--- src/rtl/bp_mem_delay_buffer.sv ---
// bp_mem_delay_buffer: in-order FIFO that holds each entry for a fixed
// latency plus optional LFSR jitter before presenting it downstream.
//
// Ports:
//   clk_i, reset_i     clock, synchronous active-high reset
//   data_i, v_i        upstream payload / valid
//   ready_o            space available (transfer on v_i & ready_o)
//   data_o, v_o        head payload / head present and delay expired
//   ready_i            downstream accept (transfer on v_o & ready_i)
//   count_o            current occupancy
module bp_mem_delay_buffer #(
  parameter int          width_p        = 1,
  parameter int          els_p          = 4,
  parameter int          latency_p      = 8,
  parameter int          jitter_width_p = 0,
  parameter logic [15:0] seed_p         = 16'hACE1
) (
  input  logic                     clk_i,
  input  logic                     reset_i,
  input  logic [width_p-1:0]       data_i,
  input  logic                     v_i,
  output logic                     ready_o,
  output logic [width_p-1:0]       data_o,
  output logic                     v_o,
  input  logic                     ready_i,
  output logic [$clog2(els_p):0]   count_o
);

  localparam int aw = $clog2(els_p);
  localparam int cw = $clog2(latency_p + (1 << jitter_width_p));
  localparam logic [cw-1:0] lat_m1 = cw'(latency_p - 1);

  // MSB of each pointer is the wrap bit
  logic [aw:0]          wr_ptr;
  logic [aw:0]          rd_ptr;
  logic [aw-1:0]        wr_idx;
  logic [aw-1:0]        rd_idx;
  logic [width_p-1:0]   mem [els_p];
  logic [cw-1:0]        ctr [els_p];
  logic [15:0]          lfsr;
  logic [15:0]          lfsr_nxt;
  logic [cw-1:0]        jitter;
  logic [cw-1:0]        load;
  logic                 full;
  logic                 empty;
  logic                 enq;
  logic                 deq;

  assign wr_idx = wr_ptr[aw-1:0];
  assign rd_idx = rd_ptr[aw-1:0];

  assign full  = (wr_idx == rd_idx) && (wr_ptr[aw] != rd_ptr[aw]);
  assign empty = (wr_ptr == rd_ptr);

  assign ready_o = ~full & ~reset_i;
  assign v_o     = ~empty & (ctr[rd_idx] == '0);
  assign data_o  = mem[rd_idx];
  assign count_o = wr_ptr - rd_ptr;

  assign enq = v_i & ready_o;
  assign deq = v_o & ready_i;

  // x^16+x^14+x^13+x^11+1, right-shifting Fibonacci form
  assign lfsr_nxt = {lfsr[0] ^ lfsr[2] ^ lfsr[3] ^ lfsr[5], lfsr[15:1]};

  if (jitter_width_p > 0) begin : g_jit
    assign jitter = cw'(lfsr[jitter_width_p-1:0]);
  end else begin : g_nojit
    assign jitter = '0;
  end

  assign load = lat_m1 + jitter;

  always_ff @(posedge clk_i) begin
    if (reset_i) begin
      wr_ptr <= '0;
      rd_ptr <= '0;
      lfsr   <= seed_p;
    end else begin
      if (enq) begin
        wr_ptr <= wr_ptr + 1'b1;
        lfsr   <= lfsr_nxt;
      end
      if (deq) begin
        rd_ptr <= rd_ptr + 1'b1;
      end
    end
  end

  // Every counter runs independently, so a blocked head never
  // delays the expiry of the entries behind it. Free slots just
  // settle at zero and are reloaded on enqueue.
  always_ff @(posedge clk_i) begin
    for (int i = 0; i < els_p; i++) begin
      if (reset_i) begin
        ctr[i] <= '0;
      end else if (enq && (wr_idx == aw'(i))) begin
        ctr[i] <= load;
      end else if (ctr[i] != '0) begin
        ctr[i] <= ctr[i] - 1'b1;
      end
    end
  end

  always_ff @(posedge clk_i) begin
    if (enq) begin
      mem[wr_idx] <= data_i;
    end
  end

endmodule

--- config.mk ---
export PLATFORM = sky130hd
export DESIGN_NAME = bp_mem_delay_buffer
export DESIGN_NICKNAME = d
export VERILOG_FILES = /design/src/rtl/bp_mem_delay_buffer.sv
export SDC_FILE = /design/constraint.sdc
export NUM_CORES = 1
export LEC_CHECK = 0
export BUFFER_PORTS_ARGS = -buffer_cell sky130_fd_sc_hd__buf_4
export CORE_MARGIN = 2
export CORE_UTILIZATION = 59
export DETAILED_ROUTE_END_ITERATION = 8
export GPL_ROUTABILITY_DRIVEN = 0
export GPL_TIMING_DRIVEN = 0
export PLACE_DENSITY = 0.81
export SLEW_MARGIN = 20
export SYNTH_ARGS = -nofsm -noshare
export SYNTH_HDL_FRONTEND = slang
export SYNTH_SLANG_ARGS = --single-unit
--- constraint.sdc ---
create_clock -name clk_i -period 2.6 [get_ports clk_i]
set_clock_uncertainty 0.05 [all_clocks]
set_input_delay 0.39 -clock clk_i [delete_from_list [all_inputs] [get_ports clk_i]]
set_output_delay 0.39 -clock clk_i [all_outputs]
set_load 0.01 [all_outputs]
==> results.md, run 1 <==
* Outcome: complete, no violations
* Die H at 55.1 um
* Die area at 3030 um^2
* Mean post-synth cell area at 10.6 um^2
* Initial drt markers at 30
* EDFF count, synth at 20
* Setup violators final at 0
* Vias in the first global route at 1099
* Worst path bufs/invs at 1
* Critical path's largest stage delay at 0.45 ns
* R2r startpoint: wr_ptr[0]$_SDFFE_PP0P_
* Cts bufs inserted at 3
* Root Driver: clkbuf_4
* F_max at 456 MHz
* Core Rows at 18
* Worst setup EP type: primary output
* Cell type with the largest total area after synthesis: edfxtp_1
* Setup bufs post-CTS at 0
* Synth area leaders: edfxtp_1 39%, dfxtp_1 10%, ha_1 9.0%, xnor2_1 5.1%, inv_1 4.4%
* Tightest Pin Transition at 0.534 ns
* DR vias at 1091
* Post-synth ARST share at 0%
* Critical path type: register to primary output
* WL/cell at 14.0 um
* Critical path cell sequence: nor4_1 > a22oi_1 > a21oi_1 > buf_4
* CTS tree: built
* VDD IR max at 0.000611 V
* # placed instances at 184
* Tot GR Track Use at 20.6%
* Core Area at 2480 um^2
* Ys flop type: edfxtp_1
* Most frequent cell after synthesis: edfxtp_1
* Total of max-cap violations at 0
* Critical path required time at 2.16 ns
* Mapped Nets at 162
* Antenna Cells at 0
* Synth top cells by count: 20 x edfxtp_1, 18 x inv_1, 14 x nand2_1, 13 x o21ai_0, 12 x nor2_1
* Final slew viol count at 0
* Worst Setup Start Kind: register
* Initial antenna violation count at 0
* Leakage at 0.000711 uW
* Crit-path slowest cell: edfxtp_1
* CP startpoint: ctr[0][0]$_DFFE_PP_
* Total routed wirelength at 2630 um
* Seq/Total Area, Yosys at 49.5%
* DRT Pass-1 Iters at 5
* TNS Setup at 0 ns
* IO Port Bufs at 9
* WP data arrival at 1.76 ns
* Die W at 55.1 um
* Share of the synthesized area in the top cell type at 39.1%
* H-Tree Depth at 1
* Post-DP Area at 1640 um^2
* Sink Count at 28
* FF+latch count, synth at 28
* Post-CTS Hold Buffers at 0
* Cts repair resizes at 0
* Clock slew at reported path FFs at 0.15 ns
* Yosys warns at 0
* Nets at 176
* Final instance area at 1670 um^2
* Remaining DRCs at 0
* Largest net degree at the start of global routing at 16
* Critical path's top delay family: flip-flops
* Pwr/cell area at 874 nW/um^2
* Fin crit period at 2.20 ns
* Fin. Hold Viols at 0
* Share of layout cells above drive strength 1 at 14.6%
* GR Overflow Total at 0
* Drt via density at 5.80
* Synth Cell Area at 1540 um^2
* Ports at 11
* Area Growth Syn to Fin at 8.54%
* RSZ-0062 raised after global routing: false
* DP Wirelength at 2110 um
* HP Start: data_i
* Critical path fanouts, max at 4
* Initial core utilization at 62.1%
* Hold Path Class: input pin to register
* Clock Latency Late Sink at 0.32 ns
* Finished Layout Cells at 188
* Clk buf depth at 2
* Distinct cells, synth at 32
* Final worst-path cycle share at 84.4%
* Mapped Cells at 145
* Max-slew headroom at 64.4%
* Number of nets with antenna violations after routing at 0
* First-pass GRT wire length at 4440 um
* Filler instances at 204
[worst paths after layout]
kind / slack (ns) / endpoint / depth (start not counted)
setup / recovery: 0.40 / v_o / 4
hold / removal: 0.21 / mem[3]$_DFFE_PP_ / 1
setup reg to reg: 0.47 / ctr[2][3]$_SDFFCE_PN0P_ / 7
hold reg to reg: 0.50 / rd_ptr[1]$_SDFFE_PP0P_ / 2
[layout make-up]
type	instances	area [um^2]	share of cell area (%)
plain buffers	2	10.0	0.600
clock buffers	3	22.5	1.35
clock inverters	1	3.75	0.225
inverters	19	71.3	4.27
multi-input cells	96	696	41.7
flip-flops and latches	28	761	45.6
well taps	30	37.5	2.25
repair buffers	9	67.6	4.05
[worst register-to-register path, stage by stage (launching register included)]
cell and delay, ns:
dfxtp_1 0.42, inv_1 0.10, ha_1 0.33, nand2_1 0.12
o211a_4 0.29, nand2_4 0.09, inv_2 0.05, or3_1 0.42
[sequential cells by signal (all words and copies together) (netlist names), named ones only]
| name | flops |
|---|---|
| ctr | 16 |
| mem | 4 |
| wr_ptr | 3 |
| rd_ptr | 3 |
[cell usage in the layout (no fill, tap or decap), types with 2 or more instances in the layout]
cell	n
inv_1	18
o31a_1	2
nor2b_1	3
clkbuf_4	3
nand2_1	14
edfxtp_1	20
nor4_1	2
xnor2_1	9
dfxtp_1	8
a22oi_1	2
nor2_1	12
mux2_2	3
nand4_1	3
o21ai_0	13
buf_4	9
nor3_1	6
xor2_1	2
buf_2	2
ha_1	11
[where the power goes]
group | switching, uW | internal [uW]
Clock | 123 | 56.3
Combinational | 285 | 232
Sequential | 112 | 651
[per-stage QoR]
stage	util [%]	power, uW	hold WS (ns)	setup WS (ns)
after floorplan	-	1140	0.439	0.655
after global placement	66.3	1230	0.479	0.553
after detailed placement	66.3	1280	0.486	0.492
after CTS	67.4	1460	0.208	0.393
after global routing	67.4	1570	0.203	0.287
final	67.4	1460	0.208	0.405
[cell families (layout without fill, tap and decap cells)]
group	after synthesis	count (layout)	share of synthesized area [%]
flops	28	28	49.5
mux	5	5	4.31
fa+ha+maj	12	12	10.3
compound gates	24	24	10.3
simple gates	44	44	14.1
buf+inv	21	34	5.29
xor+xnor	11	11	6.27
[per-layer routing]
layer	wire length (um)	GRT usage [%]	vias to the layer above
li1	-	-	537
met1	1160	24.9	528
met2	1340	36.3	24
met3	117	3.23	2
met4	19	8.54	0
met5	0	0	-
Power figures use the tool's default switching activity.
==> run 2: changes to the inputs <==
==> constraint.sdc (replaced) <==
create_clock -name clk_i -period 2.1 [get_ports clk_i]
set_clock_uncertainty 0.05 [all_clocks]
set_input_delay 0.315 -clock clk_i [delete_from_list [all_inputs] [get_ports clk_i]]
set_output_delay 0.315 -clock clk_i [all_outputs]
set_load 0.01 [all_outputs]
==> run 2 against run 1 <==
Clock power up 26%; routed wire length up 3.3%; via count up 0.18%; sequential power up 29%; cell area up 3.7%; sequential share of layout area down 1.5 points; global-route usage up 0.11 points; critical path type unchanged; critical endpoint is now count_o[1].
==> results.md, run 2 (synthesis gave the netlist of run 1 again) <==
* Critical path cell sequence: inv_2 > ha_1 > fa_2 > inv_1 > buf_4
* Nets at 177
* Tightest Pin Transition at 0.422 ns
* Area Growth Syn to Fin at 12.5%
* Die W at 55.1 um
* First-pass GRT wire length at 4460 um
* Biggest regs: ctr x16, mem x4
* Total of max-cap violations at 0
* Drt via density at 5.78
* Root Driver: clkbuf_4
* Total routed wirelength at 2720 um
* F_max at 495 MHz
* Worst setup EP type: primary output
* Hold Path Class: input pin to register
* Critical path type: register to primary output
* Clock Latency Late Sink at 0.33 ns
* Vias in the first global route at 1087
* Met1 WL at 1220 um
* IO Port Bufs at 9
* Tot GR Track Use at 20.7%
* Clk buf depth at 2
* Sink Count at 28
* Reg with most FFs: ctr
* Core Area at 2480 um^2
* Largest register FFs at 16
* Initial drt markers at 28
* Fin. Hold Viols at 0
* Critical path required time at 1.74 ns
* Worst Setup Start Kind: register
* Core Rows at 18
* Largest net degree at the start of global routing at 16
* Remaining DRCs at 0
* Crit-path slowest cell: fa_2
* VDD IR max at 0.00106 V
* Ports at 11
* Die area at 3030 um^2
* WP data arrival at 1.65 ns
* Number of nets with antenna violations after routing at 0
* Fin crit period at 2.02 ns
* Critical path fanouts, max at 4
* Final slew viol count at 0
* Worst path bufs/invs at 3
* Outcome: complete, no violations
* Routed met2 length at 1370 um
* CTS tree: built
* Final worst-path cycle share at 96.1%
* TNS Setup at 0 ns
* Commonest non-fill, non-tap cell in the layout: edfxtp_1
* Cts bufs inserted at 3
* Final design utilization at 69.8%
* DR vias at 1093
* Leakage at 0.000723 uW
* DRT Pass-1 Iters at 4
* Critical path's largest stage delay at 0.52 ns
* Commonest non-fill, non-tap cells in the layout: 20 x edfxtp_1, 17 x inv_1, 13 x nand2_1, 13 x o21ai_0, 12 x nor2_1
* WL/cell at 14.4 um
* Die H at 55.1 um
* Share of layout cells above drive strength 1 at 20.8%
* Post-CTS Hold Buffers at 0
* DP Wirelength at 2110 um
* H-Tree Depth at 1
* Initial core utilization at 62.1%
* Max-slew headroom at 71.7%
* Critical path's top delay family: adder cells
* Clock slew at reported path FFs at 0.15 ns
* Initial antenna violation count at 0
* Highest routed layer: met4
* Antenna Cells at 0
* GR Overflow Total at 0
* Met3 wire len at 115 um
* Setup violators final at 0
* Pwr/cell area at 1090 nW/um^2
run 2: layout make-up:
class / count / area (um^2)
Clock buffer: 3 / 22.5
Inverter: 19 / 71.3
Multi-Input combinational cell: 96 / 748
Timing Repair Buffer: 10 / 75.1
Clock inverter: 1 / 3.75
Sequential cell: 28 / 762
Fill cell: 194 / 747
Tap cell: 30 / 37.5
Buffer: 2 / 10.0
run 2: through the flow:
step / setup WS, ns / area [um^2] / cells / hold slack, ns / power, uW
floorplan: 0.155 / 1540 / 145 / 0.364 / 1420
global placement: 0.0528 / 1640 / 184 / 0.469 / 1530
detailed placement: -0.00770 / 1640 / 184 / 0.478 / 1590
CTS: 0.0323 / 1680 / 188 / 0.133 / 1820
global route: -0.0125 / 1730 / 189 / 0.126 / 2030
finish: 0.0809 / 1730 / 189 / 0.130 / 1890
run 2: report_power, final:
group / internal, uW / total (uW) / switching (uW) / leakage (uW)
combinational: 322 / 681 / 358 / 0.000427
sequential: 807 / 985 / 178 / 0.000281
clock: 69.8 / 225 / 155 / 0.0000154
run 2: final timing paths:
kind / to / startpoint / slack [ns] / cells after the start
hold / removal: mem[1]$_DFFE_PP_ / data_i / 0.13 / 1
setup / recovery: count_o[1] / wr_ptr[0]$_SDFFE_PP0P_ / 0.08 / 5
setup reg to reg: ctr[2][1]$_SDFFCE_PN0P_ / rd_ptr[1]$_SDFFE_PP0P_ / 0.11 / 7
hold reg to reg: rd_ptr[1]$_SDFFE_PP0P_ / rd_ptr[1]$_SDFFE_PP0P_ / 0.51 / 2
run 2: worst register-to-register path, stage by stage (launching register included):
cell     delay (ns)
dfxtp_1        0.43
inv_1          0.06
ha_1           0.30
nand2_2        0.09
o211a_4        0.28
nand2_4        0.09
inv_2          0.05
or3_4          0.39
run 2: timing repair:
action | in CTS | in global routing
pin swaps | 0 | 1
setup buffers | 0 | 1
gates resized for setup | 3 | 8
setup endpoints to repair | 6 | 11
cloned | 0 | 0
run 2: metal layers:
| metal | vias up | GRT usage, % |
|---|---|---|
| met3 | 2 | 3.23 |
| met2 | 31 | 36.7 |
| met4 | 0 | 7.72 |
| met1 | 523 | 25.3 |
| li1 | 537 | - |
| met5 | - | 0 |
==> run 3: changes to the inputs <==
--- a/config.mk
+++ b/config.mk
@@ -5,7 +5,7 @@
 export SDC_FILE = /design/constraint.sdc
 export NUM_CORES = 1
 export LEC_CHECK = 0
-export BUFFER_PORTS_ARGS = -buffer_cell sky130_fd_sc_hd__buf_4
+export BUFFER_PORTS_ARGS = -buffer_cell sky130_fd_sc_hd__buf_2
 export CORE_MARGIN = 2
 export CORE_UTILIZATION = 59
 export DETAILED_ROUTE_END_ITERATION = 8
==> run 3 against run 2 <==
Routed wire length grew 8.0%; non-clock buffer count is 3 higher; count of clock-buffer cells in the layout up 1; sequential power fell by 1%; sequential share of layout area grew 0.15 points; clock power hardly changed; core utilization rose by 0.10 points; cell area is 0.14% higher; hold slack better by 0.029 ns; worst setup slack better by 0.0075 ns; flip-flop and latch count did not move; register-to-register slack better by 0.03 ns; critical path type unchanged; critical endpoint is now v_o; largest cell class unchanged.
==> results.md, run 3 (synthesis gave the netlist of run 1 again) <==
* Total of max-cap violations at 0
* Hold Path Class: input pin to register
* Core Area at 2480 um^2
* Leakage at 0.000734 uW
* Remaining DRCs at 0
* GR Overflow Total at 0
* Initial drt markers at 28
* Critical path cell sequence: nor4_4 > a22oi_1 > a21oi_1 > buf_2
* Pre-CTS WS at -0.0260 ns
* Number of nets with antenna violations after routing at 0
* Critical path's top delay family: flip-flops
* RSZ-0062 raised after global routing: false
* Critical path type: register to primary output
* First-pass GRT wire length at 4600 um
* Reg with most FFs: ctr
* Sink Count at 28
* Commonest non-fill, non-tap cells in the layout: 20 x edfxtp_1, 18 x inv_1, 13 x nand2_1, 13 x o21ai_0, 12 x nor2_1
* Sw Share at 36.6%
* Critical path fanouts, max at 4
* Outcome: complete, no violations
* Clock group share of total power at 11.5%
* TNS Setup at 0 ns
* F_max at 497 MHz
* Internal power at 1220 uW
* Worst setup EP type: primary output
* Setup violators final at 0
* Root Driver: clkbuf_4
* Vias in the first global route at 1099
* Ports at 11
* Clock slew at reported path FFs at 0.14 ns
* Cts bufs inserted at 3
* DRT Pass-1 Iters at 4
* Worst path bufs/invs at 1
* Combinational Power Share at 37.8%
* Total routed wirelength at 2940 um
* Largest net degree at the start of global routing at 16
* Max-slew headroom at 71.7%
* Nets at 180
* Fin. Hold Viols at 0
* IO Port Bufs at 9
* Die area at 3030 um^2
* Flop pwr share at 50.6%
* Die H at 55.1 um
* VDD IR max at 0.00100 V
* Filler instances at 175
* Drt via density at 5.79
* DP Wirelength at 2170 um
* Share of layout cells above drive strength 1 at 22.2%
* Clock Latency Late Sink at 0.32 ns
* Commonest non-fill, non-tap cell in the layout: edfxtp_1
* Hold slack at 0.160 ns
* Tightest Pin Transition at 0.421 ns
* Critical path's largest stage delay at 0.49 ns
* WP data arrival at 1.65 ns
* Tot GR Track Use at 21.5%
* Antenna Cells at 0
* DR vias at 1111
* Critical path required time at 1.74 ns
* Die W at 55.1 um
* Final worst-path cycle share at 95.8%
* Biggest regs: ctr x16, mem x4
* WL/cell at 15.3 um
* Pwr/cell area at 1110 nW/um^2
* Initial core utilization at 62.1%
* Final slew viol count at 0
* Largest register FFs at 16
* Fin crit period at 2.01 ns
* Post-layout worst setup margin at 0.0883 ns
* Post-CTS Hold Buffers at 0
* CTS tree: built
* Worst Setup Start Kind: register
* H-Tree Depth at 1
* Switching pwr at 703 uW
* Total power at 1920 uW
* Core Rows at 18
* Initial antenna violation count at 0
* Crit-path slowest cell: edfxtp_1
* Area Growth Syn to Fin at 12.7%
* Clk buf depth at 2
-- run 3: cell types whose count changed in the layout (fill, tap and decap cells not counted), sizes merged --
cell    previous run  this run
clkbuf             3         4
clkinv             1         0
buf               12        15
-- run 3: repair_timing --
action,in CTS,in global routing
pin swaps,0,2
endpoints found under the hold margin,0,0
resized for setup,3,9
setup buffers,0,4
endpoints found under the setup margin,6,16
-- run 3: stage by stage --
step	cells	area [um^2]	utilization, %
3_3_place_gp	184	1620	65.4
3_5_place_dp	184	1620	65.4
5_1_grt	192	1730	69.9
6_report	192	1730	69.9
4_1_cts	188	1660	67.0
2_1_floorplan	145	1540	-
-- run 3: final timing paths --
check                           depth (start not counted)                 endpoint                    from  slack [ns]
worst min register to register                          2   rd_ptr[1]$_SDFFE_PP0P_  rd_ptr[1]$_SDFFE_PP0P_        0.48
worst max register to register                          7  ctr[2][1]$_SDFFCE_PN0P_  wr_ptr[0]$_SDFFE_PP0P_        0.14
worst min-delay path                                    1         mem[0]$_DFFE_PP_                  data_i        0.16
worst max-delay path                                    4                      v_o     ctr[0][0]$_DFFE_PP_        0.09
-- run 3: layout make-up --
| cell class | instances | area (um^2) | share of cell area (%) |
|---|---|---|---|
| Inverter | 19 | 71.3 | 4.12 |
| Tap cell | 30 | 37.5 | 2.17 |
| Buffer | 2 | 10.0 | 0.578 |
| Multi-Input combinational cell | 96 | 747 | 43.1 |
| Clock buffer | 4 | 26.3 | 1.52 |
| Sequential cell | 28 | 766 | 44.2 |
| Timing Repair Buffer | 13 | 75.1 | 4.33 |
-- run 3: metal layers --
layer  track usage, %  up-vias  wire [um]
li1                 -      543          -
met1             26.3      529       1250
met2             35.5       33       1510
met3             4.30        6        130
met4             11.8        0         42
met5                0        -          0
-- run 3: power groups by stage --
stage | sequential [uW] | clock (uW) | combinational [uW]
after floorplan | 910 | 0 | 507
after global placement | 935 | 0 | 582
after detailed placement | 952 | 0 | 631
after CTS | 951 | 228 | 648
after global routing | 995 | 247 | 824
final | 973 | 222 | 727
